### config.mk
export PLATFORM = sky130hd
export DESIGN_NAME = vram_arbiter_flat
export DESIGN_NICKNAME = d
export VERILOG_FILES = /design/src/rtl/snake_pkg.sv /design/src/rtl/vram_arbiter_if.sv /design/src/rtl/vram_fetch_sched.sv /design/src/rtl/vram_arbiter.sv /design/src/flat_wrapper.sv
export SDC_FILE = /design/constraint.sdc
export NUM_CORES = 1
export LEC_CHECK = 0
export BUFFER_PORTS_ARGS = -buffer_cell sky130_fd_sc_hd__buf_2
export CAP_MARGIN = 20
export CELL_PAD_IN_SITES_DETAIL_PLACEMENT = 1
export CELL_PAD_IN_SITES_GLOBAL_PLACEMENT = 2
export CORE_ASPECT_RATIO = 0.6
export CORE_MARGIN = 2
export CORE_UTILIZATION = 33
export DETAILED_ROUTE_END_ITERATION = 10
export GPL_TIMING_DRIVEN = 0
export PLACE_DENSITY_LB_ADDON = 0.25
export SYNTH_ARGS = -nofsm -noshare
export SYNTH_HDL_FRONTEND = slang
export SYNTH_HIERARCHICAL = 1
export SYNTH_SLANG_ARGS = --single-unit
export TNS_END_PERCENT = 1
### constraint.sdc
create_clock -name clk25 -period 2 [get_ports clk25]
set_input_delay 0.3 -clock clk25 [delete_from_list [all_inputs] [get_ports clk25]]
set_output_delay 0.3 -clock clk25 [all_outputs]
set_load 0.05 [all_outputs]
### src/rtl/snake_pkg.sv
// rtl/snake_pkg.sv - shared display timing constants, cell types and cell address helper
package snake_pkg;

    localparam int H_TOTAL    = 800;
    localparam int H_VIS      = 640;
    localparam int V_TOTAL    = 525;
    localparam int V_VIS      = 480;
    localparam int CELL_SHIFT = 4;
    localparam int GRID_CELLS = 1200;

    typedef enum logic [1:0] {
        EMPTY = 2'd0,
        SNAKE = 2'd1,
        FOOD  = 2'd2,
        WALL  = 2'd3
    } cell_t;

    typedef logic [10:0] cell_addr_t;

    typedef enum logic {
        ST_IDLE  = 1'b0,
        ST_CLEAR = 1'b1
    } arb_state_t;

    // y*40 + x built from shifts so no multiplier is inferred.
    function automatic cell_addr_t cell_addr(input logic [5:0] y, input logic [5:0] x);
        cell_addr_t yy;
        yy = {5'd0, y};
        return (yy << 5) + (yy << 3) + {5'd0, x};
    endfunction

endpackage

### src/rtl/vram_arbiter_if.sv
// rtl/vram_arbiter_if.sv - game write channel and cell RAM bus
// slave  : arbiter side (accepts writes, drives RAM address/control)
// master : environment side (game logic issuing writes, RAM returning read data)
interface vram_arbiter_if;
    logic        wr_valid;
    logic        wr_ready;
    logic [5:0]  wr_x;
    logic [4:0]  wr_y;
    logic [1:0]  wr_data;
    logic        wr_err;
    logic [10:0] ram_addr;
    logic        ram_we;
    logic [1:0]  ram_wdata;
    logic [1:0]  ram_rdata;

    modport slave (
        input  wr_valid, wr_x, wr_y, wr_data, ram_rdata,
        output wr_ready, wr_err, ram_addr, ram_we, ram_wdata
    );

    modport master (
        output wr_valid, wr_x, wr_y, wr_data, ram_rdata,
        input  wr_ready, wr_err, ram_addr, ram_we, ram_wdata
    );
endinterface

### src/rtl/vram_fetch_sched.sv
// rtl/vram_fetch_sched.sv - display fetch-slot decode and fetch address generation
// i_hcount/i_vcount : display counters
// o_fetch           : this cycle is a fetch-decide slot
// o_fetch_addr      : cell address to read in this slot
module vram_fetch_sched
    import snake_pkg::*;
(
    input  logic [9:0]  i_hcount,
    input  logic [9:0]  i_vcount,
    output logic        o_fetch,
    output cell_addr_t  o_fetch_addr
);

    logic       w_slot_cell;
    logic       w_slot_line;
    logic [5:0] w_col;
    logic [5:0] w_row;
    logic [5:0] w_next_row;

    always_comb begin
        // Mid-line slot prefetches the cell to the right of the one on screen.
        w_slot_cell = (i_hcount[3:0] == 4'd13) && (i_hcount < 10'(H_VIS - 16));
        // End-of-line slot prefetches column 0 of the next visible line.
        w_slot_line = (i_hcount == 10'(H_TOTAL - 3)) &&
                      ((i_vcount == 10'(V_TOTAL - 1)) || (i_vcount < 10'(V_VIS - 1)));
        w_next_row  = (i_vcount == 10'(V_TOTAL - 1)) ? 6'd0 :
                      6'((i_vcount + 10'd1) >> CELL_SHIFT);
        if (w_slot_line) begin
            w_col = 6'd0;
            w_row = w_next_row;
        end else begin
            w_col = 6'(i_hcount >> CELL_SHIFT) + 6'd1;
            w_row = 6'(i_vcount >> CELL_SHIFT);
        end
        o_fetch      = w_slot_cell | w_slot_line;
        o_fetch_addr = cell_addr(w_row, w_col);
    end

endmodule

### src/rtl/vram_arbiter.sv
// rtl/vram_arbiter.sv - cell RAM arbiter: display fetch, game writes, grid clear, palette
// clk25, rst_n     : pixel clock, asynchronous active-low reset
// hcount, vcount   : display counters
// pixel_rgb        : registered colour for the previous cycle's pixel
// clear_req, busy  : grid clear request pulse / clear in progress
// bus (slave)      : game write handshake + RAM address/we/wdata/rdata
// VRAM_GRID_LINES_EN : when defined, draws 12'h333 grid lines on cell borders
module vram_arbiter
    import snake_pkg::*;
#(
    parameter int          GRID_W      = 40,
    parameter int          GRID_H      = 30,
    parameter logic [11:0] COLOR_EMPTY = 12'h000,
    parameter logic [11:0] COLOR_SNAKE = 12'h0F0,
    parameter logic [11:0] COLOR_FOOD  = 12'hF00,
    parameter logic [11:0] COLOR_WALL  = 12'hFFF
)(
    input  logic        clk25,
    input  logic        rst_n,
    input  logic [9:0]  hcount,
    input  logic [9:0]  vcount,
    output logic [11:0] pixel_rgb,
    input  logic        clear_req,
    output logic        busy,
    vram_arbiter_if.slave bus
);

    arb_state_t  r_state;
    arb_state_t  w_state_nxt;
    logic        r_run;
    cell_addr_t  r_sweep;
    cell_addr_t  r_ram_addr;
    logic        r_ram_we;
    logic [1:0]  r_ram_wdata;
    logic        r_wr_err;
    logic        r_fetch_d1;
    cell_t       r_next_cell;
    cell_t       r_cur_cell;
    logic [11:0] r_pixel;

    logic        w_fetch;
    cell_addr_t  w_fetch_addr;
    logic        w_wr_ready;
    logic        w_busy;
    logic        w_accept;
    logic        w_clr_issue;
    logic        w_in_range;
    cell_addr_t  w_wr_addr;
    logic        w_visible;
    logic [11:0] w_color;

    vram_fetch_sched u_sched (
        .i_hcount     (hcount),
        .i_vcount     (vcount),
        .o_fetch      (w_fetch),
        .o_fetch_addr (w_fetch_addr)
    );

    assign w_in_range = (bus.wr_x < 6'(GRID_W)) && (bus.wr_y < 5'(GRID_H));
    assign w_wr_addr  = cell_addr({1'b0, bus.wr_y}, bus.wr_x);

    always_ff @(posedge clk25 or negedge rst_n) begin
        if (!rst_n) r_state <= ST_IDLE;
        else        r_state <= w_state_nxt;
    end

    always_comb begin
        w_state_nxt = r_state;
        case (r_state)
            ST_IDLE:  if (clear_req) w_state_nxt = ST_CLEAR;
            ST_CLEAR: if (w_clr_issue && (r_sweep == 11'(GRID_CELLS - 1))) w_state_nxt = ST_IDLE;
            default:  w_state_nxt = ST_IDLE;
        endcase
    end

    // r_run keeps wr_ready low while reset is held and for the first cycle after.
    always_comb begin
        w_wr_ready  = 1'b0;
        w_busy      = 1'b0;
        w_clr_issue = 1'b0;
        case (r_state)
            ST_IDLE:  w_wr_ready = r_run & ~w_fetch;
            ST_CLEAR: begin
                w_busy      = 1'b1;
                w_clr_issue = ~w_fetch;
            end
            default: ;
        endcase
        w_accept = w_wr_ready & bus.wr_valid;
    end

    // RAM port: fetch slots win, then clear sweep, then game writes.
    always_ff @(posedge clk25 or negedge rst_n) begin
        if (!rst_n) begin
            r_run       <= 1'b0;
            r_sweep     <= '0;
            r_ram_addr  <= '0;
            r_ram_we    <= 1'b0;
            r_ram_wdata <= 2'd0;
            r_wr_err    <= 1'b0;
        end else begin
            r_run    <= 1'b1;
            r_ram_we <= 1'b0;
            r_wr_err <= 1'b0;
            if (r_state == ST_IDLE) r_sweep <= '0;
            else if (w_clr_issue)   r_sweep <= r_sweep + 11'd1;
            if (w_fetch) begin
                r_ram_addr <= w_fetch_addr;
            end else if (w_clr_issue) begin
                r_ram_addr  <= r_sweep;
                r_ram_we    <= 1'b1;
                r_ram_wdata <= EMPTY;
            end else if (w_accept) begin
                if (w_in_range) begin
                    r_ram_addr  <= w_wr_addr;
                    r_ram_we    <= 1'b1;
                    r_ram_wdata <= bus.wr_data;
                end else begin
                    r_wr_err <= 1'b1;
                end
            end
        end
    end

    // Read data belongs to the fetch decided two cycles back; the cell becomes
    // current at the last pixel of the preceding cell.
    always_ff @(posedge clk25 or negedge rst_n) begin
        if (!rst_n) begin
            r_fetch_d1  <= 1'b0;
            r_next_cell <= EMPTY;
            r_cur_cell  <= EMPTY;
        end else begin
            r_fetch_d1 <= w_fetch;
            if (r_fetch_d1)              r_next_cell <= cell_t'(bus.ram_rdata);
            if (hcount[3:0] == 4'd15)    r_cur_cell  <= r_next_cell;
        end
    end

    always_comb begin
        w_visible = (hcount < 10'(H_VIS)) && (vcount < 10'(V_VIS));
        case (r_cur_cell)
            EMPTY:   w_color = COLOR_EMPTY;
            SNAKE:   w_color = COLOR_SNAKE;
            FOOD:    w_color = COLOR_FOOD;
            default: w_color = COLOR_WALL;
        endcase
`ifdef VRAM_GRID_LINES_EN
        if ((hcount[3:0] == 4'd0) || (vcount[3:0] == 4'd0)) w_color = 12'h333;
`endif
    end

    always_ff @(posedge clk25 or negedge rst_n) begin
        if (!rst_n) r_pixel <= 12'h000;
        else        r_pixel <= w_visible ? w_color : 12'h000;
    end

    assign pixel_rgb     = r_pixel;
    assign busy          = w_busy;
    assign bus.wr_ready  = w_wr_ready;
    assign bus.wr_err    = r_wr_err;
    assign bus.ram_addr  = r_ram_addr;
    assign bus.ram_we    = r_ram_we;
    assign bus.ram_wdata = r_ram_wdata;

endmodule

### src/flat_wrapper.sv
// flat-port wrapper written by rule: the top's interface ports become plain ports
module vram_arbiter_flat import snake_pkg::*;
#(
    parameter int          GRID_W      = 40,
    parameter int          GRID_H      = 30,
    parameter logic [11:0] COLOR_EMPTY = 12'h000,
    parameter logic [11:0] COLOR_SNAKE = 12'h0F0,
    parameter logic [11:0] COLOR_FOOD  = 12'hF00,
    parameter logic [11:0] COLOR_WALL  = 12'hFFF
)
  (clk25, rst_n, hcount, vcount, pixel_rgb, clear_req, busy, bus_wr_valid, bus_wr_x, bus_wr_y, bus_wr_data, bus_ram_rdata, bus_wr_ready, bus_wr_err, bus_ram_addr, bus_ram_we, bus_ram_wdata);
  vram_arbiter_if bus_i ();
  input  logic clk25;
  input  logic rst_n;
  input  logic [9:0] hcount;
  input  logic [9:0] vcount;
  output logic [11:0] pixel_rgb;
  input  logic clear_req;
  output logic busy;
  input wire logic [$bits(bus_i.wr_valid)-1:0] bus_wr_valid;
  input wire logic [$bits(bus_i.wr_x)-1:0] bus_wr_x;
  input wire logic [$bits(bus_i.wr_y)-1:0] bus_wr_y;
  input wire logic [$bits(bus_i.wr_data)-1:0] bus_wr_data;
  input wire logic [$bits(bus_i.ram_rdata)-1:0] bus_ram_rdata;
  output wire logic [$bits(bus_i.wr_ready)-1:0] bus_wr_ready;
  output wire logic [$bits(bus_i.wr_err)-1:0] bus_wr_err;
  output wire logic [$bits(bus_i.ram_addr)-1:0] bus_ram_addr;
  output wire logic [$bits(bus_i.ram_we)-1:0] bus_ram_we;
  output wire logic [$bits(bus_i.ram_wdata)-1:0] bus_ram_wdata;
  assign bus_i.wr_valid = bus_wr_valid;
  assign bus_i.wr_x = bus_wr_x;
  assign bus_i.wr_y = bus_wr_y;
  assign bus_i.wr_data = bus_wr_data;
  assign bus_i.ram_rdata = bus_ram_rdata;
  assign bus_wr_ready = bus_i.wr_ready;
  assign bus_wr_err = bus_i.wr_err;
  assign bus_ram_addr = bus_i.ram_addr;
  assign bus_ram_we = bus_i.ram_we;
  assign bus_ram_wdata = bus_i.ram_wdata;
  vram_arbiter #(.GRID_W(GRID_W), .GRID_H(GRID_H), .COLOR_EMPTY(COLOR_EMPTY), .COLOR_SNAKE(COLOR_SNAKE), .COLOR_FOOD(COLOR_FOOD), .COLOR_WALL(COLOR_WALL)) u_core (.clk25(clk25), .rst_n(rst_n), .hcount(hcount), .vcount(vcount), .pixel_rgb(pixel_rgb), .clear_req(clear_req), .busy(busy), .bus(bus_i));
endmodule
==> impl_metrics.json <==
{
  "utilization_pct": 45.5,
  "fin_skew_ns": 0.00595,
  "hp-class": "in -> async",
  "tightest_slew_ns": 0.850,
  "pwr-share-seq_pct": 32.3,
  "ys.flop_type": "dfrtp_1",
  "viasPerCell": 4.98,
  "setup_viol": 18,
  "fin_total_pwr_mw": 3.35,
  "synth_cell_types": 68,
  "finalHoldViolCount": 0,
  "cp.arrival_ns": 3.30,
  "synth_top_cell_by_area": "dfrtp_1",
  "async_flop_share_pct": 100,
  "synth_most_common_cell": "dfrtp_1",
  "ys_warn_count": 6,
  "netlist_instances": 291,
  "start_util_pct": 33.7,
  "power_density_nw_per_um2": 874,
  "area_growth_pct": 35.0,
  "slew_violations": 0,
  "synth_commonest_cells": "36 x dfrtp_1, 23 x ha_1, 19 x nor2_1",
  "vias": 2436,
  "drtPass1Iterations": 4,
  "setup_ws_ns": -1.09,
  "period_minus_slack_ns": 3.09,
  "drive_gt1_share_pct": 39.0,
  "synth-compound-area-share_pct": 15.3,
  "p_clk_share_pct": 26.4,
  "cts_max_path_buffers": 2,
  "worstSetupEndpointType": "register",
  "synth_xor_area_share_pct": 7.09,
  "post-dp-hpwl_mm": 6.31,
  "fin_nets": 442,
  "routed_wl_mm": 8.14,
  "avgSynthCellArea_sq_um": 9.77,
  "timing.final.crit_share_pct": 155,
  "synthSimpleGateAreaFrac_pct": 22.1,
  "switching_share_pct": 39.7,
  "synthMuxAreaShare_pct": 4.40,
  "clk_pin_slew_worst_paths_ns": 0.05,
  "synthesis.area_sq_um": 2840,
  "htree_num_levels": 2,
  "drc_errors": 0,
  "fp.dieW_um": 124,
  "detail_route.wl_per_cell_um": 16.7,
  "insertion_delay_ns": 0.28,
  "dp.cells": 470,
  "drtIter0Drc": 136,
  "crit_fanout": 5,
  "numCtsBuffers": 5,
  "chipHeight_um": 75.9,
  "max-vdd-ir-drop_mv": 0.433,
  "max_cap_violations": 0,
  "fin_cells": 489,
  "yosysTopAreaCellShare_pct": 31.7,
  "seq_area_frac_synth_pct": 31.7,
  "synth_top_family_by_area": "simple AND/OR/NAND/NOR gates",
  "num_antenna_cells": 0,
  "hold_slack_ns": 0.114,
  "grt-ovfl-total": 0,
  "cts_tree": "yes",
  "grt_pass1_vias": 2510,
  "grt_pass1_wl_mm": 13.2,
  "rows": 26,
  "ys_seq_elements": 36,
  "ys_top_cells_by_area": "dfrtp_1 32%, ha_1 10%, xnor2_1 4.3%, fa_1 2.8%, mux2i_1 2.8%",
  "drt.antenna.violating_nets": 0,
  "relSlewSlack_pct": 43.3,
  "gp_congestion": 0.773,
  "power_switching_mw": 1.33,
  "grt_max_degree": 37,
  "synth_fa_ha_area_share_pct": 12.9,
  "status": "finished, violations left",
  "crit_type": "in -> reg",
  "numPortBuffers": 67,
  "p_comb_share_pct": 41.2,
  "leakage_nw": 1.86,
  "startpoint_type": "primary input",
  "core_sq_um": 8430,
  "cts_num_sinks": 36,
  "rsz0062_at_grt": "true",
  "pin_count": 68,
  "fmax_ghz": 0.323,
  "holdBufCountCts": 0,
  "worst_ep_required_time_ns": 2.21,
  "cts_root_buf": "clkbuf_16",
  "design.die.area_sq_um": 9400,
  "violations": "setup timing",
  "internal-power_mw": 2.02,
  "syn-num-nets": 357,
  "grtUsageTotal_pct": 18.8,
  "antenna_found_initial": 0,
  "synth_edf_count": 0
}
-- power groups by stage --
stage	Clock, mW	Sequential, mW	Combinational [mW]
final	0.887	1.08	1.38
after detailed placement	0	1.10	1.30
after global placement	0	1.08	1.28
after floorplan	0	1.31	0.700
after global routing	0.946	1.11	1.53
after CTS	0.910	1.09	1.36
-- stage by stage --
stage	TNS, ns	worst slack [ns]	cell area [sq um]
final	-6.57	-1.09	3840
after global routing	-8.88	-1.24	3840
after CTS	-7.28	-1.11	3700
after detailed placement	-17.49	-1.75	3360
after global placement	-16.49	-1.68	3360
after floorplan	-6.91	-1.24	2890
-- final cells by class --
cell class	instances	area, sq um
buffer	17	130
clock buffer	6	129
clock inverter	2	35.0
fill	970	4590
inverter	16	72.6
multi-input combinational	221	1920
sequential	36	901
tap	112	140
timing repair buffer	79	509
-- critical path, cell delays in order --
cell	delay (ns)
buf_6	0.09
nand4b_4	0.20
nor4_4	0.30
buf_6	0.18
nand3_4	0.08
xor2_2	0.16
fa_1	0.52
inv_2	0.05
fa_2	0.38
a211oi_2	0.23
buf_4	0.15
buf_4	0.10
buf_4	0.09
buf_4	0.09
buf_4	0.09
o21a_1	0.12
o22ai_1	0.07
nor2_1	0.09
-- sequential cells by signal, summed over array words and instances, names as in the netlist --
name                  cells
u_core/r_state            1
u_core/bus.ram_wdata      2
u_core/r_sweep           11
u_core/bus.wr_err         1
u_core/r_cur_cell         2
u_core/pixel_rgb          3
u_core/r_fetch_d1         1
u_core/bus.ram_we         1
u_core/r_next_cell        2
u_core/r_run              1
u_core/bus.ram_addr      11
-- kinds of logic after synthesis --
| kind of cell | Yosys count |
|---|---|
| other | 1 |
| muxes | 12 |
| DFF | 36 |
| and+or+nand+nor | 98 |
| xor gates and xnor gates | 23 |
| buffers and inverters | 34 |
| adders and majority gates | 27 |
| AOI/OAI and AO/OA | 60 |
-- per-layer routing --
layer | GRT usage, % | up-vias | part of all wire [%]
met1 | 27.0 | 1177 | 52
met2 | 27.9 | 53 | 42
met5 | 0 | - | 0
li1 | - | 1201 | -
met3 | 5.31 | 5 | 5.5
met4 | 4.92 | 0 | 0.64
-- path summary, 6_finish.rpt --
check / start / end / slack, ns / cells after the start
max: hcount[1] / u_core/bus.ram_addr[8]$_DFFE_PN0P_ / -1.09 / 18
min: rst_n / u_core/bus.wr_err$_DFF_PN0_ / 0.11 / 1
max reg2reg: u_core/r_state$_DFF_PN0_ / u_core/bus.ram_addr[9]$_DFFE_PN0P_ / 0.46 / 5
min reg2reg: u_core/bus.ram_addr[6]$_DFFE_PN0P_ / u_core/bus.ram_addr[6]$_DFFE_PN0P_ / 0.50 / 1
max in group asynchronous: rst_n / u_core/pixel_rgb[7]$_DFF_PN0_ / 1.34 / 1
min in group clk25: bus_ram_rdata[1] / u_core/r_next_cell[1]$_DFFE_PN0P_ / 0.25 / 2
-- placed cells by master (no fill, tap or decap), drive strengths merged, types with 4 or more instances in the layout --
cell    count
mux2        4
a21oi      14
buf        94
xnor2      14
dfrtp      36
nor2       20
o21ai      16
fa          4
and2       11
nand2      14
nand4       6
and3        4
xor2        9
ha         23
nand3      10
inv        16
o21a        4
mux2i       8
clkbuf      8
-- what timing repair did --
item                                    CTS  global route
gates resized for setup                  25            28
pin swaps                                14            16
endpoints found under the setup margin   25            27
setup buffers                            10             2
No activity file was read; power rests on OpenSTA's default activity.
